File: src/rtl/tdm_mux8_rr.sv
// 8:1 round-robin collector: merges eight valid/ready channels onto one registered output.
// Each beat carries its source channel on out_sel, which drives the far-end 1:8 demux.
module tdm_mux8_rr #(
  parameter int unsigned WIDTH = 1
) (
  input  logic               clk,
  input  logic               rst_n,
  input  logic [7:0]         in_valid,
  input  logic [8*WIDTH-1:0] in_data,
  output logic [7:0]         in_ready,
  output logic               out_valid,
  output logic [WIDTH-1:0]   out_data,
  output logic [2:0]         out_sel,
  input  logic               out_ready
);

  typedef enum logic {
    EMPTY = 1'b0,
    FULL  = 1'b1
  } state_t;

  state_t           state;
  logic [2:0]       last_grant;
  logic [2:0]       grant;
  logic             found;
  logic             any_req;
  logic             load_en;
  logic [WIDTH-1:0] grant_data;

  assign out_valid = (state == FULL);
  assign any_req   = |in_valid;
  assign load_en   = (state == EMPTY) || out_ready;

  // Scan starts just past last_grant; the 3-bit add wraps 7->0 on its own.
  always_comb begin
    grant = '0;
    found = 1'b0;
    for (int unsigned i = 1; i <= 8; i++) begin
      if (!found && in_valid[last_grant + 3'(i)]) begin
        grant = last_grant + 3'(i);
        found = 1'b1;
      end
    end
  end

  always_comb begin
    grant_data = '0;
    for (int unsigned i = 0; i < 8; i++) begin
      if (3'(i) == grant) grant_data = in_data[i*WIDTH +: WIDTH];
    end
  end

  // rst_n gate keeps in_ready low while reset is held, before any clock edge.
  always_comb begin
    in_ready = '0;
    if (rst_n && load_en && any_req) in_ready = 8'(1) << grant;
  end

  always_ff @(posedge clk or negedge rst_n) begin
    if (!rst_n) begin
      state      <= EMPTY;
      out_data   <= '0;
      out_sel    <= '0;
      last_grant <= 3'd7;
    end else if (load_en) begin
      if (any_req) begin
        state      <= FULL;
        out_data   <= grant_data;
        out_sel    <= grant;
        last_grant <= grant;
      end else begin
        state <= EMPTY;
      end
    end
  end

endmodule

File: config.mk
export PLATFORM = sky130hd
export DESIGN_NAME = tdm_mux8_rr
export DESIGN_NICKNAME = d
export VERILOG_FILES = /design/src/rtl/tdm_mux8_rr.sv
export SDC_FILE = /design/constraint.sdc
export NUM_CORES = 1
export LEC_CHECK = 0
export CORE_UTILIZATION = 57
export CTS_CLUSTER_DIAMETER = 50
export DETAILED_ROUTE_END_ITERATION = 6
export PLACE_DENSITY = 0.87
export SKIP_LAST_GASP = 1
export SLEW_MARGIN = 20
export SYNTH_ARGS = -nofsm -noshare
export SYNTH_HDL_FRONTEND = slang
export SYNTH_SLANG_ARGS = --single-unit
File: constraint.sdc
create_clock -name clk -period 10.06 [get_ports clk]
set_clock_uncertainty 0.2 [all_clocks]
set_input_delay 1.509 -clock clk [delete_from_list [all_inputs] [get_ports clk]]
set_output_delay 1.509 -clock clk [all_outputs]
set_load 0.005 [all_outputs]
==> run_results.csv, run 1 <==
group,metric,value,unit
status,outcome,"finished, final reports clean",
die,num_rows,18,
worst_setup_path,cp_data_arrival_time,4.77,ns
place,gp_congestion,0.908,
cells_and_area,antenna_cells,0,
synth,synth_cell_type_count,57,
sta,setup_viol,0,
synth,syn-cell-area,1600,µm²
sta,finalCriticalPeriod,6.48,ns
grt,grt_max_degree,22,
cells_and_area,final_net_count,203,
cells_and_area,area_growth,17.9,%
clock_network,clk_latency,0.26,ns
clock_network,root_buffer,"clkbuf_4",
clock_network,cts.repair.resized,0,
place,hpwlAfterDp,2830,µm
sta,fmax,154,MHz
synth,synthMuxAreaShare,0.375,
sta,tightest_slew,0.715,ns
synth,yosysWarnings,0,
pwr,leakage,0.701,nW
synth,netlist.area_leader.share,0.140,
worst_setup_path,cp-start-kind,"input pin",
worst_setup_path,cp.required,8.35,ns
clock_network,ctsLongestPathBuffers,2,
place,pre_cts_slack,3.60,ns
die,die_y,55.1,µm
pwr,p_per_area,416,nW/µm²
sta,finalHoldViolations,0,
sta,fin_tns_setup,0,ns
grt,track_usage,0.264,
worst_setup_path,crit_fanout,10,
die,dieArea,3030,µm²
route,drc,0,
grt,grt_pass1_wl,5860,µm
synth,synth_area_leader_cell,"mux4_2",
cells_and_area,nFillCells,181,
min_path,hold_path_class,"flip-flop to flip-flop",
cells_and_area,multi_input_area,1280,µm²
synth,synth_top_family_by_area,"multiplexers",
synth,synth_compound_area_frac,0.157,
route,first_iter_violations,58,
synth,seq_area_frac_synth,0.127,
sta,slew_viol_final,0,
cells_and_area,ff_latch_area,204,µm²
die,coreArea,2570,µm²
cells_and_area,utilization,0.737,
worst_setup_path,crit_type,"input pin to primary output",
cells_and_area,drive_gt1_frac,0.210,
sta,rsz0062_at_grt,"false",
clock_network,cts_tree,"built",
synth,synth_area_per_cell,10.3,µm²
grt,grt_pass1_vias,1236,
worst_setup_path,cp_slowest_cell,"mux4_1",
grt,antenna_found_initial,0,
sta,post-route-period-util,0.644,
die,ios,32,
synth,synth_edf_count,0,
synth,synth_fa_ha_area_frac,0.0156,
route,viasPerCell,6.78,
worst_setup_path,endpoint_kind,"primary output",
synth,synth_simple_gate_area_frac,0.214,
synth,ys_ff_latch,8,
synth,synth_area_leaders,"mux4_2 14%, mux4_1 8.2%, dfrtp_1 7.8%, mux2i_1 6.9%, dfstp_2 4.9%",
pwr,ir_drop,0.328,mV
clock_network,numCtsBuffers,3,
route,drtPass1Iterations,4,
grt,grt.overflow.total,0,
sta,finalWorstSetupSlack,3.58,ns
sta,hold_ws,0.285,ns
route,vias,1431,
place,io_buffers,31,
sta,slew_headroom,0.518,
clock_network,cts.sinks,8,
synth,synth_cells,156,
die,die_x,55.1,µm
synth,synth.net_count,177,
clock_network,htree_levels,1,
synth,synth-xor-area-share,0.0390,
clock_network,cts_setup_buffers,0,
worst_setup_path,crit_path_max_incr_delay,0.70,ns
route,drt_wl_total,3770,µm
worst_setup_path,crit_chain,"clkdlybuf4s50_1 > mux4_1 > mux2i_4 > nand3_1 > nor2b_1 > o21ba_2 > o221ai_2 > inv_1 > nand3_1 > nor3_1 > clkdlybuf4s50_1",
clock_network,ctsHoldBuffers,0,
route,detail_route.wl_per_cell,17.9,µm
synth,async_flop_share,1.00,
synth,synth_ff_type,"dfrtp_1",
clock_network,path_clk_slew,0.06,ns
job,drv_cap,0,
route,ant_nets,0,
die,start_util,0.625,
-- flip-flops by register name (all words and copies together), names as in the netlist --
signal	cells
out_data	1
out_valid	1
out_sel	3
last_grant	3
-- layer usage --
metal / share of wire / track usage / wire length [µm]
met4: 0.0095 / 0.0500 / 36
met1: 0.44 / 0.402 / 1660
met3: 0.061 / 0.0410 / 229
met5: 0 / 0 / 0
met2: 0.49 / 0.396 / 1850
-- where the power goes --
group          switching, mW  total (mW)  internal, mW
registers             0.0540       0.107        0.0534
clock network         0.0115      0.0267        0.0152
logic                  0.324       0.653         0.329
total                  0.390       0.787         0.398
-- through the flow --
step	total power, mW	instances	instance area, µm²
5_1_grt	0.852	211	1890
3_5_place_dp	0.753	207	1870
4_1_cts	0.783	211	1890
2_1_floorplan	0.644	156	1600
6_report	0.787	211	1890
3_3_place_gp	0.730	207	1870
-- placed cells by master, fill, tap and decap left out, drive strengths merged, types with 2 or more instances in the layout --
cell type,instances
clkdlybuf4s50,31
nand2,18
mux4,15
mux2i,14
nor2b,7
nor3,7
o21ai,7
mux2,6
inv,6
nand2b,5
dfrtp,5
nor2,4
nor4,4
clkbuf,4
nand3,3
and2,3
dfstp,3
xor2,3
a211oi,3
a21boi,3
xnor2,2
and4,2
or4,2
a311oi,2
ha,2
o211ai,2
o31ai,2
-- Yosys cell counts (2+ instances only) --
master	count
o21ai_1	2
mux4_2	10
mux2i_4	3
a21boi_0	2
ha_1	2
buf_4	4
nor4_1	3
mux2i_1	11
nand3_1	3
a311oi_1	2
o21ai_0	5
mux4_1	5
nor2_1	4
nor2b_1	7
a211oi_2	2
xnor2_1	2
mux2_2	6
inv_1	5
dfstp_2	3
nand2_1	18
nand2b_1	5
nor3_1	6
buf_2	2
dfrtp_1	5
or4_1	2
and2_1	3
and4_1	2
buf_6	2
xor2_1	2
-- area by class of cell --
type,instances,share of cell area
well taps,30,0.0198
inverters,6,0.0159
repair buffers,31,0.164
flip-flops and latches,8,0.108
multi-input cells,132,0.679
clock buffers,4,0.0139
-- worst max-delay path, delay by kind of cell --
kind / cells / cell delay (ns)
buf+inv: 3 / 1.25
simple gates: 4 / 0.75
compound gates: 2 / 0.31
mux: 2 / 0.93
-- cell families after synthesis --
family / count (synthesis)
DFF: 8
and+or+nand+nor: 60
muxes: 35
buffers and inverters: 16
AOI/OAI and AO/OA: 30
xor gates and xnor gates: 5
adders and majority gates: 2
-- final timing paths --
check	start	endpoint	slack [ns]	cells past startpoint
hold reg to reg	out_sel[2]$_DFFE_PN0P_	out_sel[2]$_DFFE_PN0P_	0.29	2
setup reg to reg	last_grant[1]$_DFFE_PN1P_	out_data$_DFFE_PN0P_	5.80	11
min in group asynchronous	rst_n	out_sel[1]$_DFFE_PN0P_	1.35	1
setup / recovery	in_valid[1]	in_ready[4]	3.58	11
hold / removal	out_sel[2]$_DFFE_PN0P_	out_sel[2]$_DFFE_PN0P_	0.29	2
max in group asynchronous	rst_n	last_grant[2]$_DFFE_PN1P_	7.98	1
Power figures use the tool's default switching activity.
==> run 2, diff against run 1 <==
--- a/config.mk
+++ b/config.mk
@@ -5,10 +5,10 @@
 export SDC_FILE = /design/constraint.sdc
 export NUM_CORES = 1
 export LEC_CHECK = 0
-export CORE_UTILIZATION = 57
+export CORE_UTILIZATION = 47
 export CTS_CLUSTER_DIAMETER = 50
 export DETAILED_ROUTE_END_ITERATION = 6
-export PLACE_DENSITY = 0.87
+export PLACE_DENSITY = 0.77
 export SKIP_LAST_GASP = 1
 export SLEW_MARGIN = 20
 export SYNTH_ARGS = -nofsm -noshare
==> constraint.sdc (replaced) <==
create_clock -name clk -period 5.9 [get_ports clk]
set_clock_uncertainty 0.2 [all_clocks]
set_input_delay 0.885 -clock clk [delete_from_list [all_inputs] [get_ports clk]]
set_output_delay 0.885 -clock clk [all_outputs]
set_load 0.005 [all_outputs]
==> run_results.csv, run 2 (synthesis gave the netlist of run 1 again) <==
group,metric,value,unit
die,ios,32,
clock_network,cts.repair.resized,0,
sta,rsz0062_at_grt,"false",
pwr,p_per_area,703,nW/µm²
die,start_util,0.509,
sta,slew_headroom,0.517,
pwr,swShare,0.495,
route,vias,1379,
die,dieArea,3650,µm²
route,drtPass1Iterations,4,
worst_setup_path,cp-startpoint,"last_grant[0]$_DFFE_PN1P_",
pwr,comb_power_share,0.846,
worst_setup_path,reg2reg_to,"out_data$_DFFE_PN0P_",
cells_and_area,final_net_count,204,
grt,antenna_found_initial,0,
sta,slew_viol_final,0,
clock_network,numCtsBuffers,3,
sta,fmax,187,MHz
worst_setup_path,cp-start-kind,"flip-flop",
grt,grt_pass1_wl,6490,µm
sta,setup_viol,0,
route,drt_wl_total,3940,µm
worst_setup_path,reg2reg_depth,11,
worst_setup_path,crit_type,"flip-flop to primary output",
clock_network,path_clk_slew,0.06,ns
worst_setup_path,endpoint_kind,"primary output",
cells_and_area,final_area,1920,µm²
clock_network,clk_latency,0.26,ns
cells_and_area,top_regs,"last_grant: 3 flops, out_sel: 3 flops",
worst_setup_path,crit_end,"in_ready[2]",
place,gp_congestion,0.889,
status,outcome,"finished, final reports clean",
cells_and_area,layout_commonest_cell,"clkdlybuf4s50_1",
worst_setup_path,crit_fanout,18,
worst_setup_path,cp.required,4.82,ns
cells_and_area,antenna_cells,0,
sta,finalHoldViolations,0,
cells_and_area,multi_input_area,1280,µm²
pwr,seq_power_share,0.120,
worst_setup_path,cp_data_arrival_time,4.28,ns
sta,post-route-period-util,0.909,
worst_setup_path,r2r_start,"last_grant[0]$_DFFE_PN1P_",
pwr,intPower,681,µW
cells_and_area,mostFrequentLayoutCells,"31 x clkdlybuf4s50_1, 18 x nand2_1, 11 x mux2i_1",
grt,grt.overflow.total,0,
pwr,leakage,0.706,nW
pwr,ir_drop,0.384,mV
clock_network,cts_tree,"built",
clock_network,ctsHoldBuffers,0,
cells_and_area,ff_latch_area,204,µm²
cells_and_area,drive_gt1_frac,0.214,
sta,fin_tns_setup,0,ns
sta,tightest_slew,0.716,ns
die,coreArea,3150,µm²
route,ant_nets,0,
pwr,clock_power_share,0.034,
place,hpwlAfterDp,3060,µm
die,num_rows,20,
clock_network,root_buffer,"clkbuf_4",
clock_network,cts_setup_buffers,0,
grt,track_usage,0.238,
die,die_y,60.4,µm
route,detail_route.wl_per_cell,17.4,µm
place,placed_area,1890,µm²
worst_setup_path,r2r_slack,1.74,ns
grt,grt_pass1_vias,1375,
route,drc,0,
clock_network,cts.sinks,8,
pwr,switchingPower,667,µW
cells_and_area,area_growth,19.5,%
route,first_iter_violations,56,
clock_network,ctsLongestPathBuffers,2,
clock_network,htree_levels,1,
route,viasPerCell,6.10,
place,pre_cts_slack,0.693,ns
grt,grt_max_degree,21,
sta,finalWorstSetupSlack,0.538,ns
min_path,hold_path_class,"flip-flop to flip-flop",
cells_and_area,nFillCells,277,
job,drv_cap,0,
place,io_buffers,31,
min_path,hold_path_depth,2,
die,die_x,60.4,µm
sta,finalCriticalPeriod,5.36,ns
-- run 2: cell count changes in the layout (fill, tap and decap cells not counted), sizes merged --
cell / before / now
buf: 0 / 1
-- run 2: worst min path at each step --
stage / endpoint / slack [ns] / startpoint
6_report: out_sel[2]$_DFFE_PN0P_ / 0.29 / out_sel[2]$_DFFE_PN0P_
5_1_grt: out_data$_DFFE_PN0P_ / 0.31 / out_data$_DFFE_PN0P_
4_1_cts: out_sel[0]$_DFFE_PN0P_ / 0.29 / out_sel[0]$_DFFE_PN0P_
3_5_place_dp: out_sel[2]$_DFFE_PN0P_ / 0.27 / out_sel[2]$_DFFE_PN0P_
3_3_place_gp: out_sel[0]$_DFFE_PN0P_ / 0.26 / out_sel[0]$_DFFE_PN0P_
2_1_floorplan: out_sel[0]$_DFFE_PN0P_ / 0.27 / out_sel[0]$_DFFE_PN0P_
-- run 2: area by class of cell --
type                       instances  area share
multi-input combinational        132       0.670
tap                               44      0.0287
sequential                         8       0.106
timing repair buffer              32       0.166
clock buffer                       4      0.0137
inverter                           6      0.0157
-- run 2: layer usage --
layer / track usage / part of all wire / vias up
li1: - / - / 667
met1: 0.314 / 0.43 / 677
met2: 0.413 / 0.53 / 27
met3: 0.0192 / 0.024 / 8
met4: 0.0844 / 0.017 / 0
met5: 0 / 0 / -
-- run 2: through the flow --
| stage | utilization | hold slack, ns | cells | power, mW |
|---|---|---|---|---|
| final | 0.608 | 0.286 | 226 | 1.35 |
| after CTS | 0.608 | 0.287 | 226 | 1.35 |
| after detailed placement | 0.600 | 0.269 | 222 | 1.30 |
| after global placement | 0.600 | 0.265 | 222 | 1.26 |
| after global routing | 0.608 | 0.306 | 226 | 1.45 |
| after floorplan | - | 0.270 | 156 | 1.10 |
-- run 2: power by group through the flow --
stage	logic [mW]	registers (mW)	clock network (mW)
floorplan	0.995	0.104	0
global placement	1.10	0.159	0
detailed placement	1.14	0.163	0
CTS	1.14	0.163	0.0483
global route	1.23	0.171	0.0506
finish	1.14	0.161	0.0463
-- run 2: critical path: stages, from the launching register on --
cell	delay (ns)
dfstp_2	0.89
inv_8	0.07
ha_1	0.61
mux4_2	0.47
nor4_4	0.40
nand4_1	0.22
o221ai_2	0.36
nand3_1	0.21
nor3_1	0.24
clkdlybuf4s50_1	0.54
==> run 3, diff against run 2 <==
--- a/config.mk
+++ b/config.mk
@@ -9,6 +9,7 @@
 export CTS_CLUSTER_DIAMETER = 50
 export DETAILED_ROUTE_END_ITERATION = 6
 export PLACE_DENSITY = 0.77
+export REMOVE_ABC_BUFFERS = 1
 export SKIP_LAST_GASP = 1
 export SLEW_MARGIN = 20
 export SYNTH_ARGS = -nofsm -noshare
==> constraint.sdc (replaced) <==
create_clock -name clk -period 4.7 [get_ports clk]
set_clock_uncertainty 0.2 [all_clocks]
set_input_delay 0.705 -clock clk [delete_from_list [all_inputs] [get_ports clk]]
set_output_delay 0.705 -clock clk [all_outputs]
set_load 0.005 [all_outputs]
==> run_results.csv, run 3 (synthesis gave the netlist of run 1 again) <==
group,metric,value,unit
worst_setup_path,crit_path_max_incr_delay,0.61,ns
pwr,intPower,955,µW
grt,grt.overflow.total,0,
die,dieArea,3650,µm²
die,ios,32,
grt,use_met1,0.303,
pwr,comb_power_share,0.883,
sta,finalCriticalPeriod,4.45,ns
cells_and_area,mostFrequentLayoutCells,"23 x clkdlybuf4s50_1, 18 x nand2_1, 12 x mux4_2",
min_path,hold_path_depth,2,
worst_setup_path,cp.buffers_inverters,3,
worst_setup_path,cp-start-kind,"flip-flop",
worst_setup_path,crit_chain,"buf_6 > mux4_2 > mux2i_4 > nand3_1 > nor2b_2 > o21ba_2 > o221ai_2 > inv_1 > nand3_1 > nor3_1 > clkdlybuf4s50_1",
route,first_iter_violations,99,
place,io_buffers,31,
worst_setup_path,crit_type,"flip-flop to primary output",
place,hpwlAfterDp,3170,µm
sta,rsz0062_at_grt,"false",
worst_setup_path,cp_slowest_cell,"mux4_2",
die,start_util,0.509,
route,drt_wl_total,3980,µm
clock_network,cts_tree,"built",
grt,antenna_found_initial,0,
route,drc,0,
pwr,switchingPower,868,µW
pwr,swShare,0.476,
clock_network,htree_levels,1,
place,gp_congestion,0.910,
min_path,hold_path_class,"flip-flop to flip-flop",
clock_network,path_clk_slew,0.05,ns
cells_and_area,top_regs,"last_grant: 3 flops, out_sel: 3 flops",
place,post-place-cells,231,
route,viasPerCell,6.05,
worst_setup_path,cp_data_arrival_time,3.55,ns
pwr,leakage,0.814,nW
clock_network,cts.sinks,8,
grt,grt.busiest_layer,"met2",
status,outcome,"finished, final reports clean",
cells_and_area,layout_commonest_cell,"clkdlybuf4s50_1",
worst_setup_path,cp.required,3.80,ns
sta,post-route-period-util,0.948,
job,drv_cap,0,
cells_and_area,antenna_cells,0,
place,pre_cts_slack,-0.0224,ns
die,die_x,60.4,µm
grt,grt_max_degree,21,
grt,gr-usage-met2,0.414,
die,coreArea,3150,µm²
cells_and_area,final_net_count,214,
sta,slew_headroom,0.517,
worst_setup_path,critPathTopFamily,"buffers and inverters",
pwr,p_per_area,898,nW/µm²
clock_network,ctsHoldBuffers,0,
grt,grt_pass1_vias,1382,
sta,tightest_slew,0.716,ns
route,drtPass1Iterations,4,
clock_network,ctsLongestPathBuffers,2,
worst_setup_path,cp.depth,11,
clock_network,root_buffer,"clkbuf_4",
worst_setup_path,reg2reg_depth,12,
grt,grt_pass1_wl,6390,µm
pwr,ir_drop,0.509,mV
pwr,clock_power_share,0.030,
sta,finalHoldViolations,0,
cells_and_area,area_growth,26.5,%
grt,grt_use_met3,0.0235,
sta,fmax,225,MHz
worst_setup_path,endpoint_kind,"primary output",
route,vias,1427,
sta,slew_viol_final,0,
grt,track_usage,0.235,
die,num_rows,20,
worst_setup_path,crit_fanout,17,
clock_network,numCtsBuffers,3,
cells_and_area,drive_gt1_frac,0.286,
sta,finalWorstSetupSlack,0.247,ns
cells_and_area,finalNonFillerCells,236,
cells_and_area,nFillCells,272,
route,ant_nets,0,
clock_network,clk_latency,0.25,ns
sta,setup_viol,0,
die,die_y,60.4,µm
worst_setup_path,path_common_cell,"nand3_1",
pwr,seq_power_share,0.087,
route,detail_route.wl_per_cell,16.9,µm
==> run 3: repair_timing <==
| item | in CTS | in global routing |
|---|---|---|
| resized for setup | 3 | 13 |
| hold endpoints to repair | 0 | 0 |
| pin swaps | 0 | 1 |
| endpoints found under the setup margin | 5 | 8 |
| buffers inserted | 0 | 1 |
==> run 3: metal layers <==
layer  routed length, µm  vias to the layer above
met5                   0                        -
met4                  26                        0
met3                 132                        4
met2                2100                       34
met1                1720                      710
li1                    -                      679
==> run 3: area by class of cell <==
type / instances / area, µm² / area share
Multi-Input combinational cell: 132 / 1300 / 0.641
Timing Repair Buffer: 42 / 413 / 0.203
Inverter: 6 / 30.0 / 0.0148
Tap cell: 44 / 55.1 / 0.0271
Sequential cell: 8 / 204 / 0.100
Clock buffer: 4 / 26.3 / 0.0129
==> run 3: path summary, 6_finish.rpt <==
| kind | end | from | slack, ns |
|---|---|---|---|
| max | in_ready[4] | last_grant[0]$_DFFE_PN1P_ | 0.25 |
| min | out_data$_DFFE_PN0P_ | out_data$_DFFE_PN0P_ | 0.28 |
| max reg2reg | out_data$_DFFE_PN0P_ | last_grant[0]$_DFFE_PN1P_ | 1.10 |
| min reg2reg | out_data$_DFFE_PN0P_ | out_data$_DFFE_PN0P_ | 0.28 |
| max in group asynchronous | last_grant[0]$_DFFE_PN1P_ | rst_n | 3.43 |
| min in group asynchronous | out_data$_DFFE_PN0P_ | rst_n | 0.55 |
==> run 3: tightest hold or removal path, stage by stage, from the launching register on <==
cell     delay [ns]
dfrtp_1        0.34
nand2_1        0.06
o31ai_2        0.05
==> run 3: power groups by stage <==
stage                     combinational, mW  sequential [mW]  clock, mW
after CTS                              1.56            0.159     0.0582
after detailed placement               1.55            0.160          0
after global placement                 1.50            0.158          0
final                                  1.61            0.159     0.0545
after global routing                   1.74            0.165     0.0597
after floorplan                        1.08            0.209          0
==> run 3: stage by stage <==
step / setup TNS (ns) / utilization / hold WS [ns] / total power [mW] / area (µm²)
after CTS: 0 / 0.629 / 0.289 / 1.78 / 1980
after detailed placement: -0.0410 / 0.621 / 0.271 / 1.71 / 1960
final: 0 / 0.644 / 0.283 / 1.82 / 2030
after global routing: 0 / 0.644 / 0.298 / 1.96 / 2030
after global placement: 0 / 0.621 / 0.264 / 1.66 / 1960
after floorplan: 0 / - / 0.209 / 1.29 / 1520
==> RTL change (config.mk and constraints of run 3) <==
Make the reset (`rst_n`) synchronous in one clocked block.
--- a/src/rtl/tdm_mux8_rr.sv
+++ b/src/rtl/tdm_mux8_rr.sv
@@ -57,5 +57,5 @@
   end
 
-  always_ff @(posedge clk or negedge rst_n) begin
+  always_ff @(posedge clk) begin
     if (!rst_n) begin
       state      <= EMPTY;
Formal check against the unedited RTL: differs if rst_n is asserted again (counterexample within 4 cycles, from zero or initial values and one cycle with rst_n low); with rst_n held inactive, the same outputs for 10 cycles.
==> RTL change against run 3 <==
- combinational power is 33% higher
- core utilization grew 12 points
- wire length is 55% higher
- setup slack worse by 240 ps
- design area is 19% higher
- synthesized area increased by 0.55%
- die area grew 0.53%
- power up 27%
- sequential cell count stayed put
- non-clock buffer count grew 46
- largest cell class unchanged
- highest routed layer unchanged
==> RTL change: results (changes against run 3) <==
stage;metric;value;unit;change
outcome;status;completed;;
final_layout;nFlopsAndLatches;8;;unchanged
power_and_ir_drop;peakVddDrop;0.596;mV;+17%
global_routing;globalRouteMet3Util;0.0277;;+0.00426
global_routing;grt_util_met2;0.527;;+0.113
final_layout;clkCellAreaFrac;0.00931;;-0.00364
routing;drt-initial-drc-count;212;;+110%
final_layout;layout.cells.non_filler;310;;+31%
synth;async_flop_share;0;;-1.00
sta;holdWs;280;ps;-2.94 ps
final_layout;nNetsFinal;289;;+35%
place;routabilityCongestion;0.969;;+6.5%
routing;drtPass1Iterations;5;;+1
final_layout;nClkBuffers;3;;-1
synth;ys_types;56;;-1.8%
place;post_dp_cell_area;2250;um2;+15%
final_layout;num-nonclk-buffers;88;;+110%
hold_path;min_from;out_sel[0];;
synth;synth_area_leaders;mux4_2, dfxtp_1, mux4_1;;
place;dp_slack;-226;ps;-204 ps
place;dp_hpwl;4080;um;+29%
final_layout;fillers;210;;-23%
power_and_ir_drop;p_switching;0.00111;W;+27%
worst_setup_path;cp_data_arrival_time;3790;ps;+240 ps
worst_setup_path;critical-path-max-stage-delay;550;ps;-60 ps
worst_setup_path;worst-path-max-fanout;7;;-10
global_routing;grt_pass1_vias;1810;;+31%
place;dp.cells;295;;+28%
hold_path;whs_endpoint;out_sel[0];;
synth;seq_area_frac_synth;0.0993;;-0.0278
sta;max_freq;213;MHz;-5.2%
global_routing;use_met1;0.437;;+0.133
final_layout;multi_input_area_share;0.588;;-0.0533
synth;postSynthCellCount;188;;+21%
sta;relSlewSlack;0.680;;+0.162
final_layout;bufAreaShareNonClock;0.300;;+0.0964
power_and_ir_drop;p_total;0.00231;W;+27%
worst_setup_path;worstRegToRegCells;15;;+3
power_and_ir_drop;power_clock;0.0000588;W;+7.9%
final_layout;multi_input_comb_cells;158;;+20%
final_layout;drive_gt1_frac;0.383;;+0.0970
synth;synth_common_cells;nor2_1, nand2_1, mux4_2;;
worst_setup_path;worstReg2RegStart;last_grant[0];;
routing;route.met2.wl;3090;um;+47%
final_layout;design_area;2420;um2;+19%
## RTL change: cell types whose count changed in the layout (fill, tap and decap cells not counted), sizes merged, moves of 4 or more
| cell | before | now |
|---|---|---|
| clkbuf | 4 | 8 |
| a21oi | 1 | 6 |
| nor2 | 4 | 19 |
| a31oi | 0 | 5 |
| mux2i | 14 | 10 |
| clkdlybuf4s50 | 23 | 19 |
| a221oi | 0 | 5 |
| dfrtp | 5 | 0 |
| buf | 11 | 57 |
| dfxtp | 0 | 8 |
| nor2b | 7 | 3 |
## RTL change: worst max path at each step
stage / startpoint / end / slack (ps) / cells after the start
3_3_place_gp: in_valid[1] / in_ready[6] / -140 / 11
6_report: in_valid[5] / in_ready[5] / 3 / 12
4_1_cts: last_grant[1] / in_ready[5] / -3 / 12
2_1_floorplan: last_grant[1] / in_ready[7] / -50 / 10
3_5_place_dp: in_valid[0] / in_ready[5] / -230 / 12
5_1_grt: last_grant[0] / in_ready[1] / -100 / 14
## RTL change: what timing repair did
| item | CTS | global route |
|---|---|---|
| pin swaps | 1 | 7 |
| endpoints found under the hold margin | 0 | 0 |
| gates resized for setup | 12 | 27 |
| endpoints found under the setup margin | 8 | 8 |
| setup buffers | 5 | 7 |
## RTL change: worst reg2reg max path: cells and delay by family (launching register included)
kind / cells / cell delay (ps)
mux: 2 / 650
simple gates: 3 / 930
flops: 1 / 350
compound gates: 4 / 560
fa+ha+maj: 1 / 340
buf+inv: 5 / 750
## RTL change: kinds of logic after synthesis
kind of cell,after synthesis,share of synthesized area
AND/OR/NAND/NOR,70,0.220
AO/OA/AOI/OAI,50,0.245
multiplexers,32,0.332
buffers and inverters,22,0.0613
flip-flops,8,0.0993
XOR/XNOR,4,0.0264
adder cells (fa/ha/maj),2,0.0155
